==> src/rtl/if_id_buf_pkg.sv <==
// Shared widths, constants and occupancy encoding for the IF/ID instruction buffer.
`timescale 1ns/1ps
package if_id_buf_pkg;

  // These mirror the core-wide XLEN, inst_len and NOP definitions.
  localparam int XLEN     = 32;
  localparam int INST_LEN = 32;
  localparam logic [INST_LEN-1:0] NOP = 32'h0000_0013;
  localparam logic [XLEN-1:0]  DEFAULT_RST_PC = 32'h8000_0000;

  // Occupancy view of the buffer.
  typedef enum logic [1:0] {
    OCC_EMPTY   = 2'd0,
    OCC_PARTIAL = 2'd1,
    OCC_FULL    = 2'd2
  } occ_e;

  // Map an occupancy count onto its derived state.
  function automatic occ_e occ_state(input int unsigned count, input int unsigned depth);
    if (count == 0)
      return OCC_EMPTY;
    else if (count >= depth)
      return OCC_FULL;
    else
      return OCC_PARTIAL;
  endfunction

endpackage

==> src/rtl/if_id_buf.sv <==
// IF/ID pipeline buffer: a small circular FIFO of {pc, instr} pairs between
// fetch and decode. in_ready depends only on registered occupancy, so there is
// no combinational path from decode back-pressure to the PC register stall.
`timescale 1ns/1ps
module if_id_buf
  import if_id_buf_pkg::*;
#(
  parameter int              DEPTH  = 2,
  parameter logic [XLEN-1:0] RST_PC = DEFAULT_RST_PC
) (
  input  logic                       clk,
  input  logic                       rst_n,
  input  logic                       in_valid,
  input  logic [XLEN-1:0]            in_pc,
  input  logic [INST_LEN-1:0]        in_instr,
  output logic                       in_ready,
  output logic                       out_valid,
  output logic [XLEN-1:0]            out_pc,
  output logic [INST_LEN-1:0]        out_instr,
  input  logic                       out_ready,
  input  logic                       flush,
  output logic [$clog2(DEPTH):0]     count_o
);

  localparam int PTR_W = $clog2(DEPTH);
  localparam int CNT_W = PTR_W + 1;
  localparam logic [CNT_W-1:0] FULL_CNT = CNT_W'(DEPTH);

  // Storage is deliberately not reset; occupancy alone decides validity.
  logic [XLEN-1:0]     pc_mem    [DEPTH];
  logic [INST_LEN-1:0] instr_mem [DEPTH];

  logic [PTR_W-1:0] head;
  logic [PTR_W-1:0] tail;
  logic [CNT_W-1:0] count;

  logic push;
  logic pop;
  occ_e occ;

  assign in_ready  = (count < FULL_CNT);
  assign out_valid = (count != '0);
  assign push      = in_valid && in_ready && !flush;
  assign pop       = out_valid && out_ready && !flush;
  assign count_o   = count;
  assign occ       = occ_state(int'(count), DEPTH);

  // Head entry is read straight from registered storage; empty shows reset PC and NOP.
  always_comb begin
    out_pc    = RST_PC;
    out_instr = NOP;
    if (occ != OCC_EMPTY) begin
      out_pc    = pc_mem[head];
      out_instr = instr_mem[head];
    end
  end

  // Write the incoming pair at the tail slot on an accepted push.
  always_ff @(posedge clk) begin
    if (push) begin
      pc_mem[tail]    <= in_pc;
      instr_mem[tail] <= in_instr;
    end
  end

  // Pointer and occupancy control; flush drops everything including same-cycle push/pop.
  always_ff @(posedge clk or negedge rst_n) begin
    if (!rst_n) begin
      head  <= '0;
      tail  <= '0;
      count <= '0;
    end else if (flush) begin
      head  <= '0;
      tail  <= '0;
      count <= '0;
    end else begin
      if (push)
        tail <= tail + PTR_W'(1);
      if (pop)
        head <= head + PTR_W'(1);
      case ({push, pop})
        2'b10:   count <= count + CNT_W'(1);
        2'b01:   count <= count - CNT_W'(1);
        default: count <= count;
      endcase
    end
  end

endmodule

==> config.mk <==
export PLATFORM = sky130hd
export DESIGN_NAME = if_id_buf
export DESIGN_NICKNAME = d
export VERILOG_FILES = /design/src/rtl/if_id_buf_pkg.sv /design/src/rtl/if_id_buf.sv
export SDC_FILE = /design/constraint.sdc
export NUM_CORES = 1
export LEC_CHECK = 0
export ABC_AREA = 1
export CELL_PAD_IN_SITES_DETAIL_PLACEMENT = 1
export CELL_PAD_IN_SITES_GLOBAL_PLACEMENT = 1
export CORE_MARGIN = 3
export CORE_UTILIZATION = 38
export CTS_CLUSTER_SIZE = 20
export DETAILED_ROUTE_END_ITERATION = 10
export PLACE_DENSITY = 0.8
export RECOVER_POWER = 100
export SKIP_LAST_GASP = 1
export SLEW_MARGIN = 20
export SYNTH_ARGS = -nofsm -noshare
export SYNTH_HDL_FRONTEND = slang
export SYNTH_SLANG_ARGS = --single-unit
==> constraint.sdc <==
create_clock -name clk -period 4.6 [get_ports clk]
set_clock_uncertainty 0.15 [all_clocks]
set_input_delay 0.46 -clock clk [delete_from_list [all_inputs] [get_ports clk]]
set_output_delay 0.46 -clock clk [all_outputs]
set_load 0.01 [all_outputs]
==> metrics.sh <==
SETUP_REPAIR_AFTER_GLOBAL_ROUTING_MISSED_ITS_MARGIN='no'
TIMING.CRITICAL_PATH.TO_TYPE='flop'
DIE_X_UM=120.7
PLACE.PORT_BUFFERS=136
VIOLATIONS_IN_THE_FINAL_REPORTS='max-capacitance violations, max-slew violations'
CLKSLEWWORSTSETUPHOLDPATHS_NS=0.05
SYNTH.AVG_CELL_AREA_UM2=13.11
FINALCRITICALPERIOD_NS=3.606
FINISH.UTILIZATION_PCT=55.31
WL_PER_CELL_UM=17.32
INITIALDRTVIOLATIONCOUNT=200
CTS_MAX_PATH_BUFFERS=2
YOSYS.AREA.TOP_TYPE_SHARE_PCT=76.93
FINALHOLDVIOLCOUNT=0
WORST-ENDPOINT-ARRIVAL_NS=3.55
MAX_SLEW_MARGIN_PCT=-77.84
CLOCK_INSERTION_DELAY_WORST_SKEW_NS=0.41
DETAILROUTE.VIA_COUNT=3417
VIASPERCELL=4.868
DIE-AREA_MM2=0.01456
SETUP_TOTAL_NEGATIVE_SLACK_NS=0
SYNTH.CELL_AREA_MM2=0.004996
DETAIL_ROUTE.WIRELENGTH_UM=12160
NNETSFINAL=589
TIMING_WORST_SLEW_PIN_VALUE_NS=2.658
DRT_PASS1_ITERATIONS=4
GRT_ANTENNA_BEFORE_REPAIR=0
ANTENNA_CELLS_INSERTED=0
CLOCKROOTBUFFER='sky130_fd_sc_hd__clkbuf_16'
WORSTPATHREQUIRED_NS=4.55
FMAX_GHz=0.2773
INTPOWER_mW=2.368
WORST-PATH-MAX-FANOUT=34
POWER_PER_CELL_AREA_mW_PER_MM2=450.8
TOTAL_OF_FLIP_FLOPS_PLUS_LATCHES_AFTER_SYNTHESIS=132
CLKPWRFRAC_PCT=36.7
WORSTHOLDPATHTYPE='input pin to asynchronous set/reset pin'
SYN_INST=381
NUMCTSBUFFERS=17
STATUS='complete, but fails checks'
FIRST_GLOBAL_VIAS=3670
TOTAL_CLOCK_SINKS=132
FINALCRITPERIODSHARE_PCT=78.40
NETLIST-CELL-TYPE-COUNT=14
STANDARD_CELL_CORE_AREA_MM2=0.01272
YS_WARN_COUNT=0
DRT.ANTENNA.VIOLATING_NETS=0
P_LEAK_nW=2.657
WORSTSETUPPATHTYPE='flop to flop'
DOMINANT_CELLS_BY_AREA_AFTER_SYNTHESIS='sky130_fd_sc_hd__edfxtp_1 77%, sky130_fd_sc_hd__nand2_1 11%, sky130_fd_sc_hd__a21oi_1 6.2%'
GRT_PASS1_WL_UM=18860
CTS_TREE='done'
FLOORPLAN.ROWS=41
GRT_USAGE_PCT=17.19
IOPINCOUNT=137
HOLDBUFCOUNTCTS=0
SYNTH_SEQ_AREA_SHARE_PCT=78.94
TIMING.FINAL.MAX_SLEW_VIOLATIONS=96
GP_CONGESTION=0.7289
GLOBALROUTE.TOTALOVERFLOW=0
DRV_CAP=2
POST_ROUTE_CELLS_DRIVE_ABOVE_1_SHARE_PCT=6.604
AREA_DELTA_SYNTH_FINAL_PCT=40.85
INITIAL_UTILIZATION_PCT=39.27
POST_CTS_BUFFERS=0
SYNTHESIS.NETS=450
FINALSETUPVIOLATIONS=0
SEQ_POWER_SHARE_PCT=44.7
MAX_H_TREE_LEVEL=4
VDD.IR_DROP.WORST_uV=227.9
POST_CTS_RESIZED=0
DIE-HEIGHT_UM=120.7
CRITPATHLAUNCHTYPE='flop'
FRACTION_OF_POWER_CONSUMED_BY_COMBINATIONAL_CELLS_PCT=18.6
YOSYSTOPAREACELL='sky130_fd_sc_hd__edfxtp_1'
REMAINING_DRC_ERRORS=0
POWER.SWITCHING_FRACTION_PCT=25.33
GRT_MAX_DEGREE=67
DP_HPWL_UM=7875
POWER_SWITCHING_uW=803.6
==> cells by family after synthesis <==
group / after synthesis / share of synthesized area (%)
AOI/OAI and AO/OA: 65 / 6.587
buffers and inverters: 28 / 2.504
DFF: 132 / 78.94
and+or+nand+nor: 156 / 11.97
==> power groups by stage <==
| stage | Clock (mW) | Sequential [mW] | Combinational [mW] |
|---|---|---|---|
| after global placement | 0 | 1.44 | 0.644 |
| final | 1.16 | 1.42 | 0.591 |
| after detailed placement | 0 | 1.44 | 0.661 |
| after global routing | 1.25 | 1.42 | 0.653 |
| after CTS | 1.20 | 1.42 | 0.666 |
| after floorplan | 0 | 1.44 | 0.286 |
==> metal layers <==
metal | vias to the layer above | GRT usage, % | share of wire (%)
li1 | 1610 | - | -
met1 | 1685 | 19.94 | 41
met2 | 107 | 30.04 | 53
met3 | 15 | 4.490 | 4.8
met4 | 0 | 7.436 | 1.3
met5 | - | 0 | 0
==> layout make-up <==
cell class	instances	area [um^2]
clock buffers	21	440.4
clock inverters	8	63.81
fillers	1331	5685
inverters	8	31.28
multi-input cells	221	939.7
flip-flops and latches	132	3945
well taps	172	215.2
repair buffers	140	1401
==> stage by stage <==
step / setup WS, ns / area, um^2 / instances / total power, mW / hold slack, ns
finish: 0.9935 / 7037 / 702 / 3.172 / 0.1783
CTS: 1.278 / 7046 / 702 / 3.282 / 0.09485
global placement: 1.793 / 6541 / 673 / 2.079 / 0.4064
detailed placement: 1.738 / 6541 / 673 / 2.101 / 0.4563
global route: 0.6213 / 7037 / 702 / 3.323 / 0.1657
floorplan: 0.5081 / 4996 / 381 / 1.725 / 0.01441
==> path summary, 6_finish.rpt <==
check / startpoint / to / slack [ns] / depth (start not counted)
max: count_o[1] / instr_mem[0][1] / 0.99 / 6
min: rst_n / count_o[1] / 0.18 / 1
max reg2reg: count_o[1] / instr_mem[0][1] / 0.99 / 6
min reg2reg: tail / tail / 0.39 / 1
max in group asynchronous: rst_n / head / 3.93 / 1
min in group clk: tail / tail / 0.39 / 1
==> worst max-delay path, stage by stage, from the launching register on <==
cell	delay, ns
sky130_fd_sc_hd__dfrtp_1	0.44
sky130_fd_sc_hd__inv_1	0.17
sky130_fd_sc_hd__nand2_1	0.13
sky130_fd_sc_hd__clkinv_1	0.07
sky130_fd_sc_hd__nand2_1	0.06
sky130_fd_sc_hd__nor2_1	1.95
sky130_fd_sc_hd__buf_12	0.31
==> synthesized netlist by cell type <==
master and number:
sky130_fd_sc_hd__nand2_1 144, sky130_fd_sc_hd__nor2_2 1, sky130_fd_sc_hd__edfxtp_1 128, sky130_fd_sc_hd__o21ai_0 2
sky130_fd_sc_hd__nand3_1 6, sky130_fd_sc_hd__nand2_2 1, sky130_fd_sc_hd__inv_1 5, sky130_fd_sc_hd__dfrtp_1 4
sky130_fd_sc_hd__inv_2 3, sky130_fd_sc_hd__a21oi_1 62, sky130_fd_sc_hd__nor2_1 4, sky130_fd_sc_hd__a21oi_2 1
sky130_fd_sc_hd__buf_2 16, sky130_fd_sc_hd__clkbuf_1 4
==> cell usage in the layout (no fill, tap or decap) <==
master	count
sky130_fd_sc_hd__o21ai_0	2
sky130_fd_sc_hd__clkbuf_2	1
sky130_fd_sc_hd__a21oi_1	62
sky130_fd_sc_hd__dfrtp_1	3
sky130_fd_sc_hd__buf_4	2
sky130_fd_sc_hd__clkbuf_16	17
sky130_fd_sc_hd__clkbuf_1	4
sky130_fd_sc_hd__nand2_2	1
sky130_fd_sc_hd__nand3_1	6
sky130_fd_sc_hd__clkinv_2	7
sky130_fd_sc_hd__dlygate4sd3_1	133
sky130_fd_sc_hd__nor2_1	3
sky130_fd_sc_hd__nor2_4	2
sky130_fd_sc_hd__buf_12	1
sky130_fd_sc_hd__clkdlybuf4s50_1	3
sky130_fd_sc_hd__inv_1	5
sky130_fd_sc_hd__clkinv_1	2
sky130_fd_sc_hd__dfrtp_2	1
sky130_fd_sc_hd__edfxtp_1	128
sky130_fd_sc_hd__a21oi_2	1
sky130_fd_sc_hd__nand2_1	144
sky130_fd_sc_hd__inv_2	1
sky130_fd_sc_hd__bufinv_16	1
==> state kept, by name, summed over array words and instances (netlist names) <==
register / count
tail: 1
pc_mem: 64
count_o: 2
instr_mem: 64
head: 1
Power figures use the tool's default switching activity.
